===== src/rtl/keypad_pkg.sv =====
// Shared types, key map and defaults for the 4x4 keypad scanner.
package keypad_pkg;

  localparam int unsigned SCAN_DIV_DEF     = 100000;
  localparam int unsigned DEBOUNCE_CNT_DEF = 4;

  typedef enum logic [1:0] {
    ST_SCAN,
    ST_DEBOUNCE,
    ST_HELD,
    ST_RELEASE
  } state_e;

  // Indexed by {row, col}; entry 0 is row 0 / column 0.
  localparam logic [15:0][3:0] KEY_MAP = {
    4'hD, 4'hF, 4'h0, 4'hE,
    4'hC, 4'h9, 4'h8, 4'h7,
    4'hB, 4'h6, 4'h5, 4'h4,
    4'hA, 4'h3, 4'h2, 4'h1
  };

  function automatic int unsigned cnt_w(input int unsigned n);
    return (n <= 1) ? 1 : $clog2(n);
  endfunction

  function automatic logic single_low(input logic [3:0] rows);
    return ($countones(~rows) == 1);
  endfunction

  function automatic logic [1:0] low_row(input logic [3:0] rows);
    logic [1:0] idx;
    idx = 2'd0;
    for (int i = 0; i < 4; i++) begin
      if (!rows[i]) idx = 2'(i);
    end
    return idx;
  endfunction

endpackage


===== src/rtl/keypad_scan_row_sync.sv =====
// Two-flop synchronizer for the asynchronous, active-low keypad rows.
module row_sync (
  input  logic       CLK,
  input  logic       clr,
  input  logic [3:0] row_in,
  output logic [3:0] row_s
);

  logic [3:0] meta_q, meta_d;
  logic [3:0] sync_q, sync_d;

  always_comb begin
    meta_d = row_in;
    sync_d = meta_q;
  end

  always_ff @(posedge CLK) begin
    if (clr) begin
      meta_q <= 4'b1111;
      sync_q <= 4'b1111;
    end else begin
      meta_q <= meta_d;
      sync_q <= sync_d;
    end
  end

  assign row_s = sync_q;

endmodule


===== src/rtl/keypad_scan.sv =====
// 4x4 keypad column scanner with press/release debounce and a 4-key history.
//   state       | meaning
//   ST_SCAN     | rotating columns, waiting for exactly one row low
//   ST_DEBOUNCE | column frozen, counting samples that match the latched rows
//   ST_HELD     | key reported, waiting for all rows released
//   ST_RELEASE  | counting all-high samples before resuming the scan
module keypad_scan
  import keypad_pkg::*;
#(
  parameter int unsigned SCAN_DIV     = SCAN_DIV_DEF,
  parameter int unsigned DEBOUNCE_CNT = DEBOUNCE_CNT_DEF
) (
  input  logic        CLK,
  input  logic        clr,
  input  logic [3:0]  row_in,
  output logic [3:0]  col_out,
  output logic [3:0]  key_code,
  output logic        key_valid,
  output logic        key_held,
  output logic [15:0] disp_data
);

  localparam int unsigned DW = cnt_w(SCAN_DIV);
  localparam int unsigned MW = cnt_w(DEBOUNCE_CNT + 1);
  localparam logic [DW-1:0] DWELL_LAST = DW'(SCAN_DIV - 1);
  localparam logic [MW-1:0] MATCH_LAST = MW'(DEBOUNCE_CNT - 1);

  logic [3:0]    row_s;
  logic          sample;
  logic [3:0]    key_code_new;

  state_e        state_q, state_d;
  logic [1:0]    col_q, col_d;
  logic [3:0]    col_out_q, col_out_d;
  logic [DW-1:0] dwell_q, dwell_d;
  logic [MW-1:0] match_q, match_d;
  logic [3:0]    row_lat_q, row_lat_d;
  logic [3:0]    key_code_q, key_code_d;
  logic          key_valid_q, key_valid_d;
  logic          key_held_q, key_held_d;
  logic [15:0]   disp_q, disp_d;

  row_sync u_row_sync (
    .CLK    (CLK),
    .clr    (clr),
    .row_in (row_in),
    .row_s  (row_s)
  );

  always_comb begin
    sample       = (dwell_q == DWELL_LAST);
    dwell_d      = sample ? '0 : dwell_q + 1'b1;
    key_code_new = KEY_MAP[{low_row(row_lat_q), col_q}];

    state_d     = state_q;
    col_d       = col_q;
    match_d     = match_q;
    row_lat_d   = row_lat_q;
    key_code_d  = key_code_q;
    key_valid_d = 1'b0;
    key_held_d  = key_held_q;
    disp_d      = disp_q;

    if (sample) begin
      case (state_q)
        ST_SCAN: begin
          if (single_low(row_s)) begin
            row_lat_d = row_s;
            match_d   = '0;
            state_d   = ST_DEBOUNCE;
          end else begin
            col_d = col_q + 2'd1;
          end
        end
        ST_DEBOUNCE: begin
          if (row_s == row_lat_q) begin
            if (match_q == MATCH_LAST) begin
              key_valid_d = 1'b1;
              key_code_d  = key_code_new;
              disp_d      = {disp_q[11:0], key_code_new};
              key_held_d  = 1'b1;
              match_d     = '0;
              state_d     = ST_HELD;
            end else begin
              match_d = match_q + 1'b1;
            end
          end else begin
            col_d   = col_q + 2'd1;
            state_d = ST_SCAN;
          end
        end
        ST_HELD: begin
          // Anything but all-high keeps us here, including extra rows.
          if (row_s == 4'b1111) begin
            match_d = '0;
            state_d = ST_RELEASE;
          end
        end
        ST_RELEASE: begin
          if (row_s == 4'b1111) begin
            if (match_q == MATCH_LAST) begin
              key_held_d = 1'b0;
              match_d    = '0;
              col_d      = col_q + 2'd1;
              state_d    = ST_SCAN;
            end else begin
              match_d = match_q + 1'b1;
            end
          end else begin
            state_d = ST_HELD;
          end
        end
        default: state_d = ST_SCAN;
      endcase
    end

    col_out_d = ~(4'b0001 << col_d);
  end

  always_ff @(posedge CLK) begin
    if (clr) begin
      state_q     <= ST_SCAN;
      col_q       <= 2'd0;
      col_out_q   <= 4'b1110;
      dwell_q     <= '0;
      match_q     <= '0;
      row_lat_q   <= 4'b1111;
      key_code_q  <= 4'h0;
      key_valid_q <= 1'b0;
      key_held_q  <= 1'b0;
      disp_q      <= 16'h0000;
    end else begin
      state_q     <= state_d;
      col_q       <= col_d;
      col_out_q   <= col_out_d;
      dwell_q     <= dwell_d;
      match_q     <= match_d;
      row_lat_q   <= row_lat_d;
      key_code_q  <= key_code_d;
      key_valid_q <= key_valid_d;
      key_held_q  <= key_held_d;
      disp_q      <= disp_d;
    end
  end

  assign col_out   = col_out_q;
  assign key_code  = key_code_q;
  assign key_valid = key_valid_q;
  assign key_held  = key_held_q;
  assign disp_data = disp_q;

endmodule


===== config.mk =====
export PLATFORM = sky130hd
export DESIGN_NAME = keypad_scan
export DESIGN_NICKNAME = d
export VERILOG_FILES = /design/src/rtl/keypad_pkg.sv /design/src/rtl/keypad_scan_row_sync.sv /design/src/rtl/keypad_scan.sv
export SDC_FILE = /design/constraint.sdc
export NUM_CORES = 1
export LEC_CHECK = 0
export ABC_AREA = 1
export BUFFER_PORTS_ARGS = -buffer_cell sky130_fd_sc_hd__buf_2
export CAP_MARGIN = 20
export CORE_ASPECT_RATIO = 1.2
export CORE_MARGIN = 5
export CORE_UTILIZATION = 62
export DETAILED_ROUTE_END_ITERATION = 10
export HOLD_SLACK_MARGIN = 0.03
export PLACE_DENSITY_LB_ADDON = 0.2
export SYNTH_ARGS = -nofsm -noshare
export SYNTH_HDL_FRONTEND = slang
export SYNTH_HIERARCHICAL = 1
export SYNTH_SLANG_ARGS = --single-unit

===== constraint.sdc =====
create_clock -name CLK -period 4.5 [get_ports CLK]
set_input_delay 0.225 -clock CLK [delete_from_list [all_inputs] [get_ports CLK]]
set_output_delay 0.225 -clock CLK [all_outputs]
set_load 0.02 [all_outputs]

==> summary.txt <==
Job
  – Maxcap violations: 0

Detailed routing
  – DRC: 0
  – DRT iter0 DRCs: 153
  – Wire length on met3: 266 um
  – DR pass1 iterations: 5
  – Routed vias/inst: 5.05
  – Metal2 WL: 2650 um
  – Top routing layer used: met4
  – DR vias: 2412
  – Routed wire length per instance: 11.1 um
  – Routed Antenna Nets: 0
  – Met1 WL: 2260 um
  – DRT Wirelength: 5320 um

Synthesis
  – Synth Register Bits: 58
  – Synth cell types: 31
  – Syn avg cell area: 7.11 um^2
  – Yosys warns: 6
  – Syn Inst Count: 386
  – Mapped Area: 2750 um^2
  – Post-synthesis sequential area ratio: 42.3%
  – Post-synthesis net count: 403

STA
  – RSZ-0062 raised after global routing: no
  – Rel. slew slack: 46.6%
  – Minimum clock period: 2560 ps
  – Hold Slack: 63.0 ps
  – Final worst path period share: 56.8%
  – Setup TNS: 0 ps
  – Max Clk Rate: 391 MHz
  – Clock skew: 3.51 ps
  – Final Setup Violations: 0
  – Worst-Margin Slew: 800 ps
  – Slew Limit Fails: 0
  – Hold Vio Cnt, Final: 0

Worst setup path
  – Worst R2R End: row_lat_q[1]$_SDFFE_PP1P_
  – Maximum fanout along the worst path: 8
  – Setup CP Type: reg2reg
  – Crit path launch: u_row_sync/row_s[0]$_SDFF_PP1_
  – Setup crit start kind: register
  – Critical Path RT: 4680 ps
  – Reg2reg path depth: 9
  – Critical R2R Launch: u_row_sync/row_s[0]$_SDFF_PP1_
  – CP endpoint kind: register
  – Worst endpoint data arrival time: 2740 ps
  – Slack of the worst reg-to-reg path: 1940 ps

Global routing
  – First-pass GRT wire length: 9540 um
  – Largest net degree at the start of global routing: 30
  – Initial antenna violation count: 0
  – Total track usage: 20.0%
  – Total global routing overflow: 0
  – Number of global-route vias before repair: 2362

Hold path
  – Hold Path Class: in2reg
  – Min-delay src: row_in[2]
  – Hold depth: 3
  – Hold Crit Endpoint: u_row_sync/meta_q[2]$_SDFF_PP1_

Floorplan
  – DIE WIDTH: 70.7 um
  – Row Count: 26
  – Core ar.: 4260 um^2
  – Die H: 82.9 um
  – I/O pin count: 32
  – Overall die area: 5860 um^2
  – Initial Util: 64.4%

Placement
  – Dpl hpwl: 3820 um
  – Gpl congestion: 0.867
  – IO buf count: 31

Clock network
  – CTS root buffer: clkbuf_8
  – Reg clk slew, reported paths: 60 ps
  – Clk buf depth: 2
  – Clock Sinks: 58
  – CTS Buf Count: 9
  – Post-CTS Setup Inserts: 0
  – CTS H-tree lvls: 3
  – Post-CTS sizing: 0
  – CTS Hold Bufs: 0
  – Worst skew pair latency: 340 ps
  – CTS tree: yes

Final layout
  – FF+latch area: 1160 um^2
  – Share of cells above drive strength 1: 13.7%
  – # fillers: 360
  – Post-layout net count: 434
  – Area of the multi-input gates: 1290 um^2
  – Area Growth Syn to Fin: 13.0%
  – Commonest non-fill, non-tap cell in the layout: nand2_1
  – Commonest cells after routing, fill and taps aside: nand2_1, nor2_1, inv_1, dfxtp_1, buf_2
  – Diode count: 0

Pwr
  – Worst VDD drop: 0.248 mV
  – Static Leak: 1.58 nW
  – Pwr dens: 328 nW/um^2

Status
  – Status: finished clean
-- critical path, stage by stage (launching register included) --
cell	delay (ps)
dfxtp_1	360
fa_1	540
inv_1	40
ha_1	170
ha_1	260
nand3b_1	180
nor3_1	270
inv_1	70
nor2_1	390
o211ai_1	130
-- area by class of cell --
| class | instances | area share, % |
|---|---|---|
| clock buffers | 15 | 6.33 |
| multi-input cells | 257 | 41.5 |
| clock inverters | 1 | 0.161 |
| repair buffers | 31 | 5.00 |
| inverters | 60 | 7.26 |
| flip-flops and latches | 58 | 37.4 |
| well taps | 56 | 2.26 |
-- cell usage after synthesis --
cell type / instances / area, um^2
buf_2: 2 / 10.0
nand3_2: 2 / 20.0
nand2_1: 81 / 304
inv_2: 2 / 7.51
nand4_1: 7 / 43.8
nor3_2: 2 / 20.0
o22ai_1: 1 / 6.26
a31oi_1: 1 / 6.26
or2_0: 1 / 6.26
dfxtp_1: 58 / 1160
buf_4: 5 / 37.5
nor2_1: 67 / 251
nor2_2: 3 / 18.8
nand3b_1: 1 / 7.51
o211ai_1: 4 / 30.0
nand2_2: 1 / 6.26
nor3b_1: 3 / 22.5
a21oi_1: 11 / 55.1
ha_1: 10 / 125
o21ai_0: 26 / 130
nand3_1: 20 / 100
nor3_4: 1 / 16.3
inv_1: 58 / 218
xor2_1: 5 / 43.8
buf_1: 2 / 7.51
clkbuf_1: 1 / 3.75
fa_1: 1 / 20.0
nor2_4: 1 / 11.3
nor3_1: 7 / 35.0
buf_6: 1 / 11.3
o221ai_1: 1 / 8.76
-- power by group --
group           total, W  internal, W  switching [W]  leakage [nW]
clock           0.000463     0.000274       0.000188         0.106
sequential      0.000523     0.000519     0.00000417         0.470
combinational  0.0000326    0.0000113      0.0000213         0.999
-- cell families after synthesis --
group           Yosys count  share of synthesized area [%]
simple gates            197                           31.4
buf+inv                  71                           10.8
flops                    58                           42.3
compound gates           44                           8.61
fa+ha+maj                11                           5.29
xor+xnor                  5                           1.60
-- through the flow --
stage	worst slack, ps	power (W)	util, %	cell area, um^2	cells
5_1_grt	1670	0.00106	72.8	3100	478
2_1_floorplan	2170	0.000559	-	2750	386
3_5_place_dp	1910	0.000567	68.1	2900	462
4_1_cts	1920	0.00103	72.8	3100	478
6_report	1940	0.00102	72.8	3100	478
3_3_place_gp	2010	0.000566	68.1	2900	462
-- metal layers --
layer,global-route usage (%),vias to the layer above
li1,-,1269
met1,21.3,1074
met2,34.1,56
met3,6.76,13
met4,11.3,0
met5,0,-
-- worst max path at each step --
stage	to	cells past startpoint	slack, ps
after floorplan	row_lat_q[0]$_SDFFE_PP1P_	9	2170
after global placement	row_lat_q[1]$_SDFFE_PP1P_	9	2010
after detailed placement	row_lat_q[0]$_SDFFE_PP1P_	9	1910
after CTS	row_lat_q[1]$_SDFFE_PP1P_	9	1920
after global routing	row_lat_q[0]$_SDFFE_PP1P_	10	1670
final	row_lat_q[1]$_SDFFE_PP1P_	9	1940
-- registers in the layout, summed over array words and instances (netlist names) --
name and flops:
dwell_q 17, disp_data 13, col_out 4, row_lat_q 4
u_row_sync/meta_q 4, u_row_sync/row_s 4, key_code 3, match_q 3
col_q 2, state_q 2, key_held 1, key_valid 1
Power figures use the tool's default switching activity.
